**config.mk**
```make
export PLATFORM = sky130hd
export DESIGN_NAME = btn_event_ctrl
export DESIGN_NICKNAME = d
export VERILOG_FILES = /design/src/rtl/btn_pkg.sv /design/src/rtl/btn_debounce.sv /design/src/rtl/btn_event_ctrl.sv
export SDC_FILE = /design/constraint.sdc
export NUM_CORES = 1
export LEC_CHECK = 0
export ABC_CLOCK_PERIOD_IN_PS = 6200
export BUFFER_PORTS_ARGS = -buffer_cell sky130_fd_sc_hd__buf_4
export CORE_UTILIZATION = 55
export CTS_CLUSTER_DIAMETER = 150
export CTS_CLUSTER_SIZE = 10
export DETAILED_ROUTE_END_ITERATION = 10
export PLACE_DENSITY = 0.72
export SLEW_MARGIN = 30
export SYNTH_ARGS = -nofsm -noshare
export SYNTH_HDL_FRONTEND = slang
export SYNTH_SLANG_ARGS = --single-unit
```
**constraint.sdc**
```tcl
create_clock -name clk -period 6.2 [get_ports clk]
set_input_delay 1.24 -clock clk [delete_from_list [all_inputs] [get_ports clk]]
set_output_delay 1.24 -clock clk [all_outputs]
set_load 0.05 [all_outputs]
```
**src/rtl/btn_pkg.sv**
```systemverilog
// Shared types and constants for the pushbutton/switch event front end.
package btn_pkg;

    typedef enum logic [1:0] {
        ST_IDLE    = 2'd0,
        ST_OFFER   = 2'd1,
        ST_HOLDOFF = 2'd2
    } state_t;

    localparam int DEF_DB_CYCLES      = 50000;
    localparam int DEF_HOLDOFF_CYCLES = 1000000;

    // Event index width; a single input still needs a one-bit id.
    function automatic int idw_f(input int n);
        int w;
        w = $clog2(n);
        return (w < 1) ? 1 : w;
    endfunction

endpackage

```
**src/rtl/btn_debounce.sv**
```systemverilog
// One input channel: 2-flop synchroniser, stability counter, debounced level
// and a one-cycle rising-edge pulse.
module btn_debounce
    import btn_pkg::*;
#(
    parameter int DB_CYCLES = DEF_DB_CYCLES,
    parameter int CNT_W     = 20
) (
    input  logic clk,
    input  logic rst,
    input  logic async_in,
    output logic level,
    output logic rise
);

    localparam logic [CNT_W-1:0] DB_LAST = CNT_W'(DB_CYCLES - 1);

    logic             meta_r;
    logic             sync_r;
    logic             level_r;
    logic             rise_r;
    logic             level_nxt_s;
    logic [CNT_W-1:0] cnt_r;
    logic [CNT_W-1:0] cnt_nxt_s;

    // Any agreement with the current level restarts the stability window.
    always_comb begin
        cnt_nxt_s   = cnt_r;
        level_nxt_s = level_r;
        if (sync_r == level_r) begin
            cnt_nxt_s = {CNT_W{1'b0}};
        end else if (cnt_r == DB_LAST) begin
            cnt_nxt_s   = {CNT_W{1'b0}};
            level_nxt_s = ~level_r;
        end else begin
            cnt_nxt_s = cnt_r + CNT_W'(1);
        end
    end

    // Synchroniser, counter, level and edge registers.
    always_ff @(posedge clk or posedge rst) begin
        if (rst) begin
            meta_r  <= 1'b0;
            sync_r  <= 1'b0;
            cnt_r   <= {CNT_W{1'b0}};
            level_r <= 1'b0;
            rise_r  <= 1'b0;
        end else begin
            meta_r  <= async_in;
            sync_r  <= meta_r;
            cnt_r   <= cnt_nxt_s;
            level_r <= level_nxt_s;
            rise_r  <= level_nxt_s & ~level_r;
        end
    end

    assign level = level_r;
    assign rise  = rise_r;

endmodule

```
**src/rtl/btn_event_ctrl.sv**
```systemverilog
// Debounced button front end: per-input pending events, round-robin offer
// over a valid/ack handshake and a hold-off window after every accepted event.
module btn_event_ctrl
    import btn_pkg::*;
#(
    parameter int  N_BTN          = 4,
    parameter int  DB_CYCLES      = DEF_DB_CYCLES,
    parameter int  HOLDOFF_CYCLES = DEF_HOLDOFF_CYCLES,
    parameter int  CNT_W          = 20,
    localparam int IDW            = idw_f(N_BTN)
) (
    input  logic             clk,
    input  logic             rst,
    input  logic [N_BTN-1:0] btn_async,
    output logic [N_BTN-1:0] btn_level,
    output logic             evt_valid,
    output logic [IDW-1:0]   evt_id,
    input  logic             evt_ack,
    output logic [N_BTN-1:0] evt_pending,
    output logic             overrun,
    input  logic             overrun_clr
);

    localparam logic [CNT_W-1:0] HOLD_LAST = CNT_W'(HOLDOFF_CYCLES - 1);
    localparam logic [IDW:0]     N_WIDE    = (IDW + 1)'(N_BTN);

    state_t             state_r;
    state_t             state_nxt_s;
    logic [N_BTN-1:0]   rise_s;
    logic [N_BTN-1:0]   evt_pending_r;
    logic [N_BTN-1:0]   pending_nxt_s;
    logic [N_BTN-1:0]   clr_mask_s;
    logic               overrun_r;
    logic               overrun_nxt_s;
    logic               ovr_set_s;
    logic               evt_valid_r;
    logic               evt_valid_nxt_s;
    logic [IDW-1:0]     evt_id_r;
    logic [IDW-1:0]     evt_id_nxt_s;
    logic [IDW-1:0]     rr_ptr_r;
    logic [IDW-1:0]     rr_ptr_nxt_s;
    logic [CNT_W-1:0]   hold_cnt_r;
    logic [CNT_W-1:0]   hold_cnt_nxt_s;
    logic               ack_fire_s;
    logic               sel_found_s;
    logic [IDW-1:0]     sel_idx_s;
    logic [IDW:0]       scan_s;
    logic [IDW:0]       id_inc_s;

    for (genvar i = 0; i < N_BTN; i++) begin : g_ch
        btn_debounce #(
            .DB_CYCLES (DB_CYCLES),
            .CNT_W     (CNT_W)
        ) u_db (
            .clk      (clk),
            .rst      (rst),
            .async_in (btn_async[i]),
            .level    (btn_level[i]),
            .rise     (rise_s[i])
        );
    end

    // First pending input at or after rr_ptr, wrapping modulo N_BTN.
    always_comb begin
        sel_found_s = 1'b0;
        sel_idx_s   = {IDW{1'b0}};
        scan_s      = {(IDW + 1){1'b0}};
        for (int k = 0; k < N_BTN; k++) begin
            scan_s = {1'b0, rr_ptr_r} + (IDW + 1)'(k);
            if (scan_s >= N_WIDE) begin
                scan_s = scan_s - N_WIDE;
            end else begin
                scan_s = scan_s;
            end
            if (!sel_found_s && evt_pending_r[scan_s[IDW-1:0]]) begin
                sel_found_s = 1'b1;
                sel_idx_s   = scan_s[IDW-1:0];
            end else begin
                sel_found_s = sel_found_s;
            end
        end
    end

    // Pending bitmap and overrun: a new edge always beats a same-cycle clear.
    always_comb begin
        clr_mask_s    = ack_fire_s ? (N_BTN'(1'b1) << evt_id_r) : {N_BTN{1'b0}};
        pending_nxt_s = (evt_pending_r & ~clr_mask_s) | rise_s;
        ovr_set_s     = |(rise_s & evt_pending_r & ~clr_mask_s);
        if (ovr_set_s) begin
            overrun_nxt_s = 1'b1;
        end else if (overrun_clr) begin
            overrun_nxt_s = 1'b0;
        end else begin
            overrun_nxt_s = overrun_r;
        end
    end

    // FSM state register.
    always_ff @(posedge clk or posedge rst) begin
        if (rst) begin
            state_r <= ST_IDLE;
        end else begin
            state_r <= state_nxt_s;
        end
    end

    // FSM next-state logic.
    always_comb begin
        state_nxt_s = state_r;
        case (state_r)
            ST_IDLE: begin
                if (sel_found_s) state_nxt_s = ST_OFFER;
                else             state_nxt_s = ST_IDLE;
            end
            ST_OFFER: begin
                if (evt_valid_r && evt_ack) state_nxt_s = ST_HOLDOFF;
                else                        state_nxt_s = ST_OFFER;
            end
            ST_HOLDOFF: begin
                if (hold_cnt_r == {CNT_W{1'b0}}) state_nxt_s = ST_IDLE;
                else                             state_nxt_s = ST_HOLDOFF;
            end
            default: state_nxt_s = ST_IDLE;
        endcase
    end

    // FSM outputs: next values of the offer registers, pointer and hold-off counter.
    always_comb begin
        evt_valid_nxt_s = evt_valid_r;
        evt_id_nxt_s    = evt_id_r;
        rr_ptr_nxt_s    = rr_ptr_r;
        hold_cnt_nxt_s  = hold_cnt_r;
        ack_fire_s      = 1'b0;
        id_inc_s        = {1'b0, evt_id_r} + (IDW + 1)'(1);
        case (state_r)
            ST_IDLE: begin
                if (sel_found_s) begin
                    evt_valid_nxt_s = 1'b1;
                    evt_id_nxt_s    = sel_idx_s;
                end else begin
                    evt_valid_nxt_s = 1'b0;
                end
            end
            ST_OFFER: begin
                if (evt_valid_r && evt_ack) begin
                    ack_fire_s      = 1'b1;
                    evt_valid_nxt_s = 1'b0;
                    hold_cnt_nxt_s  = HOLD_LAST;
                    rr_ptr_nxt_s    = (id_inc_s >= N_WIDE) ? {IDW{1'b0}} : id_inc_s[IDW-1:0];
                end else begin
                    evt_valid_nxt_s = evt_valid_r;
                end
            end
            ST_HOLDOFF: begin
                evt_valid_nxt_s = 1'b0;
                if (hold_cnt_r != {CNT_W{1'b0}}) begin
                    hold_cnt_nxt_s = hold_cnt_r - CNT_W'(1);
                end else begin
                    hold_cnt_nxt_s = hold_cnt_r;
                end
            end
            default: evt_valid_nxt_s = 1'b0;
        endcase
    end

    // Datapath registers: offer, pointer, hold-off, pending and overrun.
    always_ff @(posedge clk or posedge rst) begin
        if (rst) begin
            evt_valid_r   <= 1'b0;
            evt_id_r      <= {IDW{1'b0}};
            rr_ptr_r      <= {IDW{1'b0}};
            hold_cnt_r    <= {CNT_W{1'b0}};
            evt_pending_r <= {N_BTN{1'b0}};
            overrun_r     <= 1'b0;
        end else begin
            evt_valid_r   <= evt_valid_nxt_s;
            evt_id_r      <= evt_id_nxt_s;
            rr_ptr_r      <= rr_ptr_nxt_s;
            hold_cnt_r    <= hold_cnt_nxt_s;
            evt_pending_r <= pending_nxt_s;
            overrun_r     <= overrun_nxt_s;
        end
    end

    assign evt_valid   = evt_valid_r;
    assign evt_id      = evt_id_r;
    assign evt_pending = evt_pending_r;
    assign overrun     = overrun_r;

endmodule

```
==> results.yml, run 1 <==
clocking:
  cts_tree: "done"
  clk_pin_slew_ns: 0.05
  root_buffer: "clkbuf_16"
  postCtsHoldBufs: 0
  htree_levels: 4
  cts_max_path_buffers: 2
  post_cts_buffers: 0
  insertion_delay_ns: 0.43
  cts_resized: 0
  cts_inserted_buffers: 17
  clock_sinks: 128
logic_synthesis:
  ys_ff_latch: 128
  avgSynthCellArea_um2: 10.0
  synth_cell_types: 57
  yosysTopAreaCellShare: 0.502
  synth.area.top_cells: "dfrtp_1 (50%), xnor2_1 (4.4%), nor2_1 (4.1%), nand2_1 (2.9%), a21oi_1 (2.5%)"
  syn_inst: 638
  synth_top_cell_by_area: "dfrtp_1"
  ys_seq_area_frac: 0.502
  syn-num-nets: 656
  syn_area_um2: 6380
  yosys_warnings: 0
global_route:
  antenna_found_initial: 0
  use_met2: 0.395
  use_met3: 0.0646
  grt_max_degree: 84
  grt_pass1_wl_mm: 21.1
  grt_pass1_vias: 4741
  grt_most_used_layer: "met2"
  met1_usage: 0.270
  grt_overflow: 0
  grt_usage: 0.230
die:
  fp.coreArea_um2: 11100
  start_util: 0.576
  die_y_um: 110
  die_area_um2: 12000
  ios: 20
  dieWidth_um: 110
  num_rows: 38
run:
  drv_cap: 0
critical_path:
  path_class: "flop to primary output"
  cp-end-kind: "primary output"
  reg2reg_slack_ns: 4.04
  worst-r2r-cell-count: 4
  cp-start-kind: "flop"
  cp.required_ns: 4.96
  cp_cell_sequence: "buf_4"
  cp_top_family: "flip-flops"
  cp_slowest_cell: "dfrtp_1"
  crit_path_max_incr_delay_ns: 0.49
  critPathBufInv: 1
  cp.arrival_ns: 1.17
  path_max_fanout: 8
  r2r-end: "hold_cnt_r[4]"
  timing.rr.start: "hold_cnt_r[12]"
sta:
  fin_tns_setup_ns: 0
  tightest_slew_ns: 0.769
  maxSlewViolCount: 0
  final.setup_skew_ns: 0.0164
  fin_crit_ns: 2.41
  grt_setup_unrepaired: "no"
  hold_viol_final: 0
  period_share: 0.389
  worst_slack_ns: 3.79
  timing.fmax_mhz: 415
  setup_viol: 0
  relSlewSlack: 0.485
power:
  peakVddDrop_mv: 0.226
  power_density_nw_per_um2: 262
  p_leak_nw: 3.05
placement:
  post-place-ws_ns: 3.51
  hpwl_mm: 8.33
  numPortBuffers: 19
  routabilityCongestion: 0.767
finish:
  finalNetCount: 679
  drive_gt1_frac: 0.104
  syn2layout_area_growth_pct: 13.4
  diodes: 0
  final_core_util: 0.653
worst_hold_path:
  hold_path.startpoint: "g_ch[1].u_db.meta_r"
  min_to: "g_ch[1].u_db.sync_r"
  hold_class: "flop to flop"
  hold_depth: 0
drt:
  drt_iter0_drc: 244
  drc_errors: 0
  routed-via-count: 4834
  drt-total-wl_mm: 12.3
  firstDrtPassIters: 4
  vias_per_cell: 5.94
  postRouteAntennaNets: 0
  routedWlPerCell_um: 15.1
status:
  status: "complete, no violations"
==> state kept, by name, summed over array words and instances, names as in the netlist <==
name	flops
evt_id	2
evt_pending	4
evt_valid	1
g_ch.u_db.cnt_r	80
g_ch.u_db.level	4
g_ch.u_db.meta_r	4
g_ch.u_db.rise	4
g_ch.u_db.sync_r	4
hold_cnt_r	20
overrun	1
rr_ptr_r	2
state_r	2
==> how the worst max path moves through the flow <==
stage,from,endpoint,depth (start not counted)
2_1_floorplan,rst,evt_id[0],1
3_3_place_gp,rst,g_ch[3].u_db.cnt_r[14],3
3_5_place_dp,evt_ack,rr_ptr_r[0],4
4_1_cts,evt_pending[0],evt_pending[0],1
5_1_grt,evt_pending[0],evt_pending[0],1
6_report,evt_pending[0],evt_pending[0],1
==> routing by layer <==
metal / wire length (um) / up-vias
met5: 0 / -
met4: 172 / 0
met3: 377 / 18
met2: 6270 / 63
met1: 5450 / 2383
li1: - / 2370
==> where the power goes <==
group	internal, mW	total [mW]	switching [mW]
clock	0.650	1.00	0.350
sequential	0.845	0.854	0.00838
combinational	0.0122	0.0435	0.0313
total	1.51	1.90	0.389
==> area by class of cell <==
| type | count | area [um^2] |
|---|---|---|
| Fill cell | 914 | 3840 |
| Sequential cell | 128 | 3200 |
| Multi-Input combinational cell | 468 | 2990 |
| Clock buffer | 22 | 464 |
| Tap cell | 140 | 175 |
| Timing Repair Buffer | 23 | 173 |
| Clock inverter | 10 | 135 |
| Inverter | 23 | 91.3 |
==> synthesized netlist by cell type, drive strengths merged <==
cell and instances:
and3b 3, a21boi 2, ha 10, a311oi 2, a211oi 1, nor2 70
o31a 1, nor4 24, o31ai 19, nand2b 4, nor2b 3, a31oi 2
or4 17, xor2 18, nand4b 3, and2 8, mux2i 14, a211o 1
o21ai 19, or3 16, a21oi 32, nand4 22, a21o 4, o22ai 1
xnor2 32, and4 13, mux2 4, o21a 1, o311ai 2, nor3b 2
inv 23, o41ai 2, or2 4, nor4b 8, clkbuf 9, buf 10
nand2 51, and4b 1, nand3 29, dfrtp 128, nand3b 1, nor3 12
a32oi 1, and3 9
==> cell families (layout without fill, tap and decap cells) <==
| kind of cell | Yosys count | in the layout | share of synthesized area |
|---|---|---|---|
| XOR/XNOR | 50 | 50 | 0.0687 |
| buffers and inverters | 42 | 78 | 0.0284 |
| AO/OA/AOI/OAI | 90 | 90 | 0.0914 |
| multiplexers | 18 | 18 | 0.0290 |
| adder cells (fa/ha/maj) | 10 | 10 | 0.0196 |
| flip-flops | 128 | 128 | 0.502 |
| AND/OR/NAND/NOR | 300 | 300 | 0.261 |
==> layout by cell type (no fill, tap or decap), types with 6 or more instances in the layout <==
| master | Yosys | layout |
|---|---|---|
| nand4_1 | 22 | 22 |
| inv_1 | 23 | 22 |
| and4_1 | 13 | 13 |
| xor2_1 | 18 | 18 |
| o31ai_1 | 16 | 16 |
| a21oi_1 | 32 | 32 |
| or4_1 | 17 | 17 |
| clkbuf_16 | 0 | 17 |
| ha_1 | 10 | 10 |
| dfrtp_1 | 128 | 128 |
| nor2_1 | 70 | 70 |
| nor4_1 | 22 | 22 |
| and2_1 | 8 | 8 |
| nand2_1 | 50 | 50 |
| o21ai_0 | 17 | 17 |
| mux2i_1 | 14 | 14 |
| or3_1 | 15 | 15 |
| buf_4 | 4 | 23 |
| and3_1 | 9 | 9 |
| nand3_1 | 27 | 27 |
| nor4b_1 | 6 | 6 |
| xnor2_1 | 32 | 32 |
| nor3_1 | 12 | 12 |
==> stage by stage <==
stage	std cells	power [mW]	area [um^2]	hold WS [ns]
final	814	1.90	7240	0.351
after global routing	814	1.96	7240	0.364
after CTS	814	1.92	7240	0.356
after detailed placement	782	0.913	6640	0.343
after global placement	782	0.911	6630	0.332
after floorplan	638	0.897	6380	0.331
No activity file was read; power rests on OpenSTA's default activity.
==> run 2: changes to the inputs <==
--- a/config.mk
+++ b/config.mk
@@ -5,7 +5,8 @@
 export SDC_FILE = /design/constraint.sdc
 export NUM_CORES = 1
 export LEC_CHECK = 0
-export ABC_CLOCK_PERIOD_IN_PS = 6200
+export ABC_AREA = 1
+export ABC_CLOCK_PERIOD_IN_PS = 2500
 export BUFFER_PORTS_ARGS = -buffer_cell sky130_fd_sc_hd__buf_4
 export CORE_UTILIZATION = 55
 export CTS_CLUSTER_DIAMETER = 150
==> constraint.sdc (replaced) <==
create_clock -name clk -period 2.5 [get_ports clk]
set_input_delay 0.5 -clock clk [delete_from_list [all_inputs] [get_ports clk]]
set_output_delay 0.5 -clock clk [all_outputs]
set_load 0.05 [all_outputs]
==> run 2 against run 1 <==
Total power is 150% higher. Die area is 12% higher. Via count is 24% higher. Cell area is 12% higher. Clock skew is 0.0095 ns lower. Synthesized cell count is 46% higher. Setup slack worse by 3.1 ns. Non-clock buffer count is 5 higher. Clock power is 150% higher. Largest cell class is now multi-input combinational cells. Largest power group unchanged.
==> results.yml, run 2 <==
finish:
  regMostFlops: "g_ch.u_db.cnt_r"
  syn2layout_area_growth_pct: 13.4
  final_common_cell: "nand2_1"
  final_core_util: 0.642
  finalNetCount: 986
  largest_register_ffs: 80
  multi_input_area_um2: 3410
  mostFrequentLayoutCells: "nand2_1 (201), nor2_1 (158), dfrtp_1 (128)"
  drive_gt1_frac: 0.0958
  seq_area_um2: 3200
  biggestRegsByFlops: "g_ch.u_db.cnt_r: 80 flops, hold_cnt_r: 20 flops"
  diodes: 0
  final_area_um2: 8100
  nFillCells: 1126
power:
  p_sw_mw: 1.01
  sw_frac_of_total: 0.215
  finalPower_mw: 4.69
  comb_power_share: 0.027
  p_int_mw: 3.68
  p_clk_frac: 0.522
  peakVddDrop_mv: 0.559
  p_leak_nw: 3.73
  power_density_nw_per_um2: 579
  seqPwrFrac: 0.452
sta:
  tightest_slew_ns: 0.656
  timing.fmax_mhz: 546
  final.setup_skew_ns: 0.00685
  relSlewSlack: 0.562
  hold_viol_final: 0
  whs_ns: 0.175
  period_share: 0.733
  fin_tns_setup_ns: 0
  maxSlewViolCount: 0
  grt_setup_unrepaired: "no"
  setup_viol: 0
  fin_crit_ns: 1.83
drt:
  met3WireLength_um: 609
  drt-total-wl_mm: 15.1
  postRouteAntennaNets: 0
  vias_per_cell: 5.20
  drc_errors: 0
  met1Wirelength_mm: 7.23
  routed.top_layer: "met4"
  drt_iter0_drc: 381
  firstDrtPassIters: 5
  met2_length_mm: 7.05
  routed-via-count: 5993
  routedWlPerCell_um: 13.1
logic_synthesis:
  synth.most_common_cell: "nand2_1"
  syn_area_um2: 7140
  avgSynthCellArea_um2: 7.64
  yosys_warnings: 0
  synthArstFlopShare: 1.00
  ys_ff_latch: 128
  syn-num-nets: 952
  ys_seq_area_frac: 0.449
  synthTopCellsByCount: "nand2_1 (201), nor2_1 (158), dfrtp_1 (128)"
  syn_inst: 934
  synth.area.top_cells: "dfrtp_1 (45%), nand2_1 (11%), nor2_1 (8.3%), inv_1 (5.9%), nand3_1 (5.5%)"
  synth_top_cell_by_area: "dfrtp_1"
  yosysTopAreaCellShare: 0.449
  synth_cell_types: 40
  synth_top_flop_cell: "dfrtp_1"
  synth_edf_count: 0
die:
  dieWidth_um: 116
  ios: 20
  die_y_um: 116
  fp.coreArea_um2: 12600
  die_area_um2: 13400
  start_util: 0.566
  num_rows: 41
clocking:
  cts_resized: 0
  postCtsHoldBufs: 0
  root_buffer: "clkbuf_16"
  post_cts_buffers: 0
  cts_max_path_buffers: 2
  clk_pin_slew_ns: 0.06
  insertion_delay_ns: 0.42
  htree_levels: 4
  clock_sinks: 128
  cts_inserted_buffers: 17
  cts_tree: "done"
critical_path:
  cp.arrival_ns: 2.19
  worstSetupStartpoint: "hold_cnt_r[0]"
  timing.rr.start: "hold_cnt_r[0]"
  r2r-end: "hold_cnt_r[2]"
  path_class: "flop to flop"
  reg2reg_slack_ns: 0.67
  cp-start-kind: "flop"
  cp.required_ns: 2.86
  worst-r2r-cell-count: 10
  cp-end-kind: "flop"
  path_max_fanout: 30
placement:
  hpwl_mm: 10.9
  numPortBuffers: 19
  placed_cell_area_um2: 7510
  routabilityCongestion: 0.925
worst_hold_path:
  hold_class: "primary input to asynchronous set/reset pin"
global_route:
  grt_usage: 0.254
  antenna_found_initial: 0
  grt_max_degree: 41
  grt_pass1_vias: 5606
  grt_pass1_wl_mm: 26.4
  grt_overflow: 0
status:
  status: "complete, no violations"
run:
  drv_cap: 0
[run 2: worst max-delay path by stage]
stage	endpoint	slack [ns]	depth (start not counted)
floorplan	evt_id[0]	0.42	1
global placement	hold_cnt_r[3]	0.74	8
detailed placement	hold_cnt_r[16]	0.67	8
CTS	hold_cnt_r[16]	0.68	8
global route	hold_cnt_r[2]	0.44	10
finish	hold_cnt_r[2]	0.67	10
[run 2: power groups by stage]
stage	Combinational [mW]	Sequential, mW	Clock, mW
after floorplan	0.0786	2.15	0
after global placement	0.126	2.15	0
after detailed placement	0.128	2.15	0
after CTS	0.129	2.12	2.50
after global routing	0.144	2.12	2.60
final	0.124	2.12	2.45
[run 2: cells by family after synthesis]
family | Yosys count | share of synthesized area
simple gates | 557 | 0.353
buf+inv | 131 | 0.0731
compound gates | 58 | 0.0458
flops | 128 | 0.449
fa+ha+maj | 10 | 0.0175
xor+xnor | 50 | 0.0614
[run 2: final cells by class]
class	count	area share
Timing Repair Buffer	28	0.0291
Multi-Input combinational cell	675	0.421
Sequential cell	128	0.396
Clock buffer	23	0.0590
Clock inverter	9	0.0131
Tap cell	172	0.0266
Inverter	118	0.0552
[run 2: critical path, stage by stage, from the launching register on]
cell and delay, ns:
dfrtp_1 0.38, inv_1 0.19, ha_1 0.18, nand2_1 0.05, nor2_1 0.10, nand3b_1 0.08
nand2_1 0.12, nand2_2 0.30, inv_2 0.21, o21ai_0 0.09, nand2_1 0.08
[run 2: per-layer routing]
metal / vias to the layer above / track usage
met1: 2769 / 0.338
met3: 19 / 0.0696
met2: 116 / 0.404
li1: 3089 / -
met4: 0 / 0.0786
met5: - / 0
[run 2: per-stage QoR]
| stage | setup WS [ns] | std cells |
|---|---|---|
| after floorplan | 0.419 | 934 |
| after global placement | 0.736 | 1121 |
| after detailed placement | 0.669 | 1121 |
| after CTS | 0.677 | 1153 |
| after global routing | 0.439 | 1153 |
| final | 0.668 | 1153 |
